`src/rtl/wino_atza_22_21_seq.sv`:
```
// Winograd F(2x2) output-transform sequencer: 6-word tiles in, 4 results out, one word per beat.
// First result 2 cycles after the last element; in_ready drops while a loaded tile waits for the drain side.
module wino_atza_22_21_seq #(
   parameter int data_width = 20,
   parameter int cnt_width  = 16
) (
   input  logic                  clk,
   input  logic                  rst_n,
   input  logic                  in_valid,
   output logic                  in_ready,
   input  logic [data_width-1:0] in_data,
   input  logic                  in_last,
   output logic                  out_valid,
   input  logic                  out_ready,
   output logic [data_width-1:0] out_data,
   output logic                  out_last,
   output logic [cnt_width-1:0]  tile_cnt,
   output logic                  err_framing
);

   logic [5:0][data_width-1:0] ld_dat;
   logic [2:0]                 ld_idx;
   logic                       load_full;
   logic                       load_last;
   logic [3:0][data_width-1:0] res_dat;
   logic [1:0]                 out_idx;
   logic                       out_busy;
   logic                       out_last_r;

   logic accept;
   logic out_fire;
   logic drain_done;
   logic xfer;

   assign in_ready   = !load_full;
   assign accept     = in_valid && in_ready;
   assign out_fire   = out_busy && out_ready;
   assign drain_done = out_fire && (out_idx == 2'd3);
   // The load bank may hand over in the same cycle the last result leaves.
   assign xfer       = load_full && (!out_busy || drain_done);

   assign out_valid = out_busy;
   assign out_data  = res_dat[out_idx];
   assign out_last  = out_busy && (out_idx == 2'd3) && out_last_r;

   always_ff @(posedge clk) begin
      if (!rst_n) begin
         ld_dat      <= '0;
         ld_idx      <= 3'd0;
         load_full   <= 1'b0;
         load_last   <= 1'b0;
         res_dat     <= '0;
         out_idx     <= 2'd0;
         out_busy    <= 1'b0;
         out_last_r  <= 1'b0;
         tile_cnt    <= '0;
         err_framing <= 1'b0;
      end else begin
         if (accept) begin
            ld_dat[ld_idx] <= in_data;
            if (ld_idx == 3'd5) begin
               ld_idx    <= 3'd0;
               load_full <= 1'b1;
               load_last <= in_last;
            end else begin
               ld_idx <= ld_idx + 3'd1;
               if (in_last) begin
                  err_framing <= 1'b1;
               end
            end
         end

         if (out_fire) begin
            out_idx <= out_idx + 2'd1;
         end

         if (drain_done) begin
            tile_cnt <= tile_cnt + 1'b1;
            out_busy <= 1'b0;
         end

         // Later assignments win: a coinciding transfer keeps out_busy set and restarts the index.
         if (xfer) begin
            res_dat[0] <= ld_dat[0] + ld_dat[2];
            res_dat[1] <= ld_dat[1] + ld_dat[3];
            res_dat[2] <= ld_dat[0] - ld_dat[2] + ld_dat[4];
            res_dat[3] <= ld_dat[1] - ld_dat[3] + ld_dat[5];
            out_last_r <= load_last;
            out_busy   <= 1'b1;
            out_idx    <= 2'd0;
            load_full  <= 1'b0;
         end
      end
   end

endmodule

```
`config.mk`:
```
export PLATFORM = sky130hd
export DESIGN_NAME = wino_atza_22_21_seq
export DESIGN_NICKNAME = d
export VERILOG_FILES = /design/src/rtl/wino_atza_22_21_seq.sv
export SDC_FILE = /design/constraint.sdc
export NUM_CORES = 1
export LEC_CHECK = 0
export CAP_MARGIN = 20
export CORE_MARGIN = 5
export CORE_UTILIZATION = 50
export CTS_CLUSTER_SIZE = 10
export DETAILED_ROUTE_END_ITERATION = 7
export DONT_BUFFER_PORTS = 1
export GPL_ROUTABILITY_DRIVEN = 0
export PLACE_DENSITY = 0.71
export RECOVER_POWER = 50
export SYNTH_ARGS = -nofsm -noshare
export SYNTH_HDL_FRONTEND = slang
export SYNTH_SLANG_ARGS = --single-unit
```
`constraint.sdc`:
```
create_clock -name clk -period 7.25 [get_ports clk]
set_clock_uncertainty 0.2 [all_clocks]
set_input_delay 1.45 -clock clk [delete_from_list [all_inputs] [get_ports clk]]
set_output_delay 1.45 -clock clk [all_outputs]
set_load 0.02 [all_outputs]
```
==> flow_summary.json <==
{
  "synth-main-ff-cell": "dfxtp_1",
  "seq_area_frac_synth_pct": 32.6,
  "worst_pin_slew_ns": 3.32,
  "routed_wl_mm": 35.3,
  "core_area_um2": 27600,
  "dr_wl_met3_mm": 2.46,
  "vias": 11516,
  "holdWs_ns": 0.254,
  "met2_length_mm": 17.0,
  "path_cells": "inv_6 -> clkbuf_1 -> a21oi_1",
  "netlist_area_um2": 13900,
  "grt_pass1_wl_mm": 56.8,
  "arrival_ns": 4.68,
  "die_h_um": 177,
  "io_pins": 65,
  "hold_depth": 2,
  "tritoncts": "built",
  "drive_above_1_share_pct": 3.86,
  "peakVddDrop_uv": 186,
  "grt_overflow": 0,
  "drtAntennaViolNets": 0,
  "endpoint_kind": "flop",
  "drt-initial-drc-count": 822,
  "dp_hpwl_mm": 25.8,
  "r2r_cells": 8,
  "slowest_stage": "clkbuf_1",
  "io_buffers": 0,
  "synth_fp_nets": 1952,
  "hold_class": "reg -> reg",
  "areaGrowthSynthToFinish_pct": 7.17,
  "status": "finished with violations",
  "yosysUniqueCellTypes": 53,
  "dr.pass1.iters": 5,
  "rsz0062_at_grt": "false",
  "row_count": 61,
  "path_max_fanout": 125,
  "min_period_ns": 4.63,
  "n_fill_cell": 2632,
  "critPathLaunchType": "primary input",
  "yosys_warnings": 0,
  "hold_viol_final": 0,
  "clock-sinks": 226,
  "top_layer": "met4",
  "async_flop_share_pct": 0,
  "h-tree-depth": 1,
  "layout_commonest_cell": "nand2_1",
  "cts.clk_slew.worst_paths_ns": 0.05,
  "multi_input_area_um2": 8220,
  "cts_hold_buf": 0,
  "drv_cap": 3,
  "layout_common_cells": "nand2_1 (343), inv_1 (226), dfxtp_1 (226), a21oi_1 (207), ha_1 (116)",
  "synth_area_per_cell_um2": 7.84,
  "required_ns": 7.30,
  "antenna_found_initial": 0,
  "tns_ns": 0,
  "die_w_um": 177,
  "synth_edf_count": 0,
  "cts_resized": 0,
  "cts_buffers": 27,
  "antennaDiodeCount": 0,
  "critPathMaxStageDelay_ns": 2.40,
  "nets": 1908,
  "routedWlPerCell_um": 16.7,
  "drc_errors": 0,
  "finalMaxSlewViolations": 143,
  "insertion_delay_ns": 0.54,
  "violations": "capacitance limit, slew limit",
  "clock.fmax_mhz": 216,
  "setup_viol": 0,
  "seq_area_um2": 4520,
  "post_cts_buffers": 0,
  "power_density_nw_per_um2": 200,
  "p_leak_nw": 5.85,
  "grt_max_degree": 126,
  "worstSetupPathType": "in -> reg",
  "period_share_pct": 63.9,
  "met1_length_mm": 15.0,
  "grt_pass1_vias": 10985,
  "die-area_um2": 31200,
  "yosys_register_bits": 226,
  "avgViaCountPerCell": 5.45,
  "slew_headroom_pct": -122,
  "clock-root-buffer": "clkbuf_16",
  "clk_path_buf_depth": 3,
  "grtUsageTotal_pct": 22.4,
  "syn-instance-count": 1771,
  "start_util_pct": 50.3
}
-- metal layers --
layer	vias up	track usage, %
met5	-	0
met2	264	38.4
li1	5709	-
met1	5498	28.5
met3	45	5.23
met4	0	5.83
-- kinds of logic (layout without fill, tap and decap cells) --
group,Yosys count,in the layout,share of synthesized area (%)
AOI/OAI and AO/OA,405,405,17.2
adders and majority gates,156,156,16.2
buffers and inverters,309,273,8.35
muxes,25,25,3.60
xor gates and xnor gates,74,74,4.67
and+or+nand+nor,576,576,17.4
DFF,226,226,32.6
-- power breakdown --
part	switching, W	internal, W
clock network	0.000495	0.000696
registers	0.0000238	0.00126
logic	0.000305	0.000188
total	0.000823	0.00215
-- flip-flops by register name (all words and copies together), names as in the netlist --
name and cells:
err_framing 1, ld_dat 120, ld_idx 3, load_full 1, load_last 1, out_idx 2, out_last_r 1, out_valid 1
res_dat 80, tile_cnt 16
-- path summary, 6_finish.rpt --
check / from / endpoint / slack (ns)
hold / removal: ld_dat[92] / ld_dat[92] / 0.25
setup / recovery: rst_n / ld_dat[45] / 2.62
setup reg to reg: out_idx[1] / res_dat[59] / 2.67
hold reg to reg: ld_dat[92] / ld_dat[92] / 0.25
-- area by class of cell --
| type | instances | area share (%) |
|---|---|---|
| multi-input combinational | 1236 | 55.2 |
| sequential | 226 | 30.4 |
| inverter | 227 | 5.76 |
| clock buffer | 35 | 4.94 |
| tap | 378 | 3.18 |
| timing repair buffer | 9 | 0.403 |
| clock inverter | 2 | 0.0925 |
-- cells in the mapped netlist (12+ instances only) --
cell type / count / area, um^2
o21ai_0: 70 / 350
nand3_1: 27 / 135
xor2_1: 33 / 289
mux4_2: 20 / 450
clkbuf_1: 76 / 285
nand2_1: 343 / 1290
inv_1: 226 / 848
xnor2_1: 41 / 359
a211oi_1: 32 / 240
fa_1: 40 / 801
a21o_1: 22 / 165
dfxtp_1: 226 / 4520
nor3_1: 21 / 105
a31oi_1: 12 / 75.1
nand2b_1: 12 / 75.1
or3_1: 14 / 87.6
nor2_1: 111 / 417
ha_1: 116 / 1450
a21oi_1: 207 / 1040
-- per-stage QoR --
stage / setup slack, ns / instance area, um^2 / total power [W] / utilization, % / cells
4_1_cts: 3.30 / 14900 / 0.00299 / 53.9 / 2113
5_1_grt: 2.26 / 14900 / 0.00311 / 53.9 / 2113
3_3_place_gp: 3.36 / 14100 / 0.00179 / 51.2 / 2076
3_5_place_dp: 3.34 / 14100 / 0.00180 / 51.2 / 2076
2_1_floorplan: 4.04 / 13900 / 0.00169 / - / 1771
6_report: 2.62 / 14900 / 0.00297 / 53.9 / 2113
-- critical path: cells and delay by family --
family | cells | cell delay [ns]
AOI/OAI and AO/OA | 1 | 0.11
buffers and inverters | 2 | 2.99
Power figures use the tool's default switching activity.
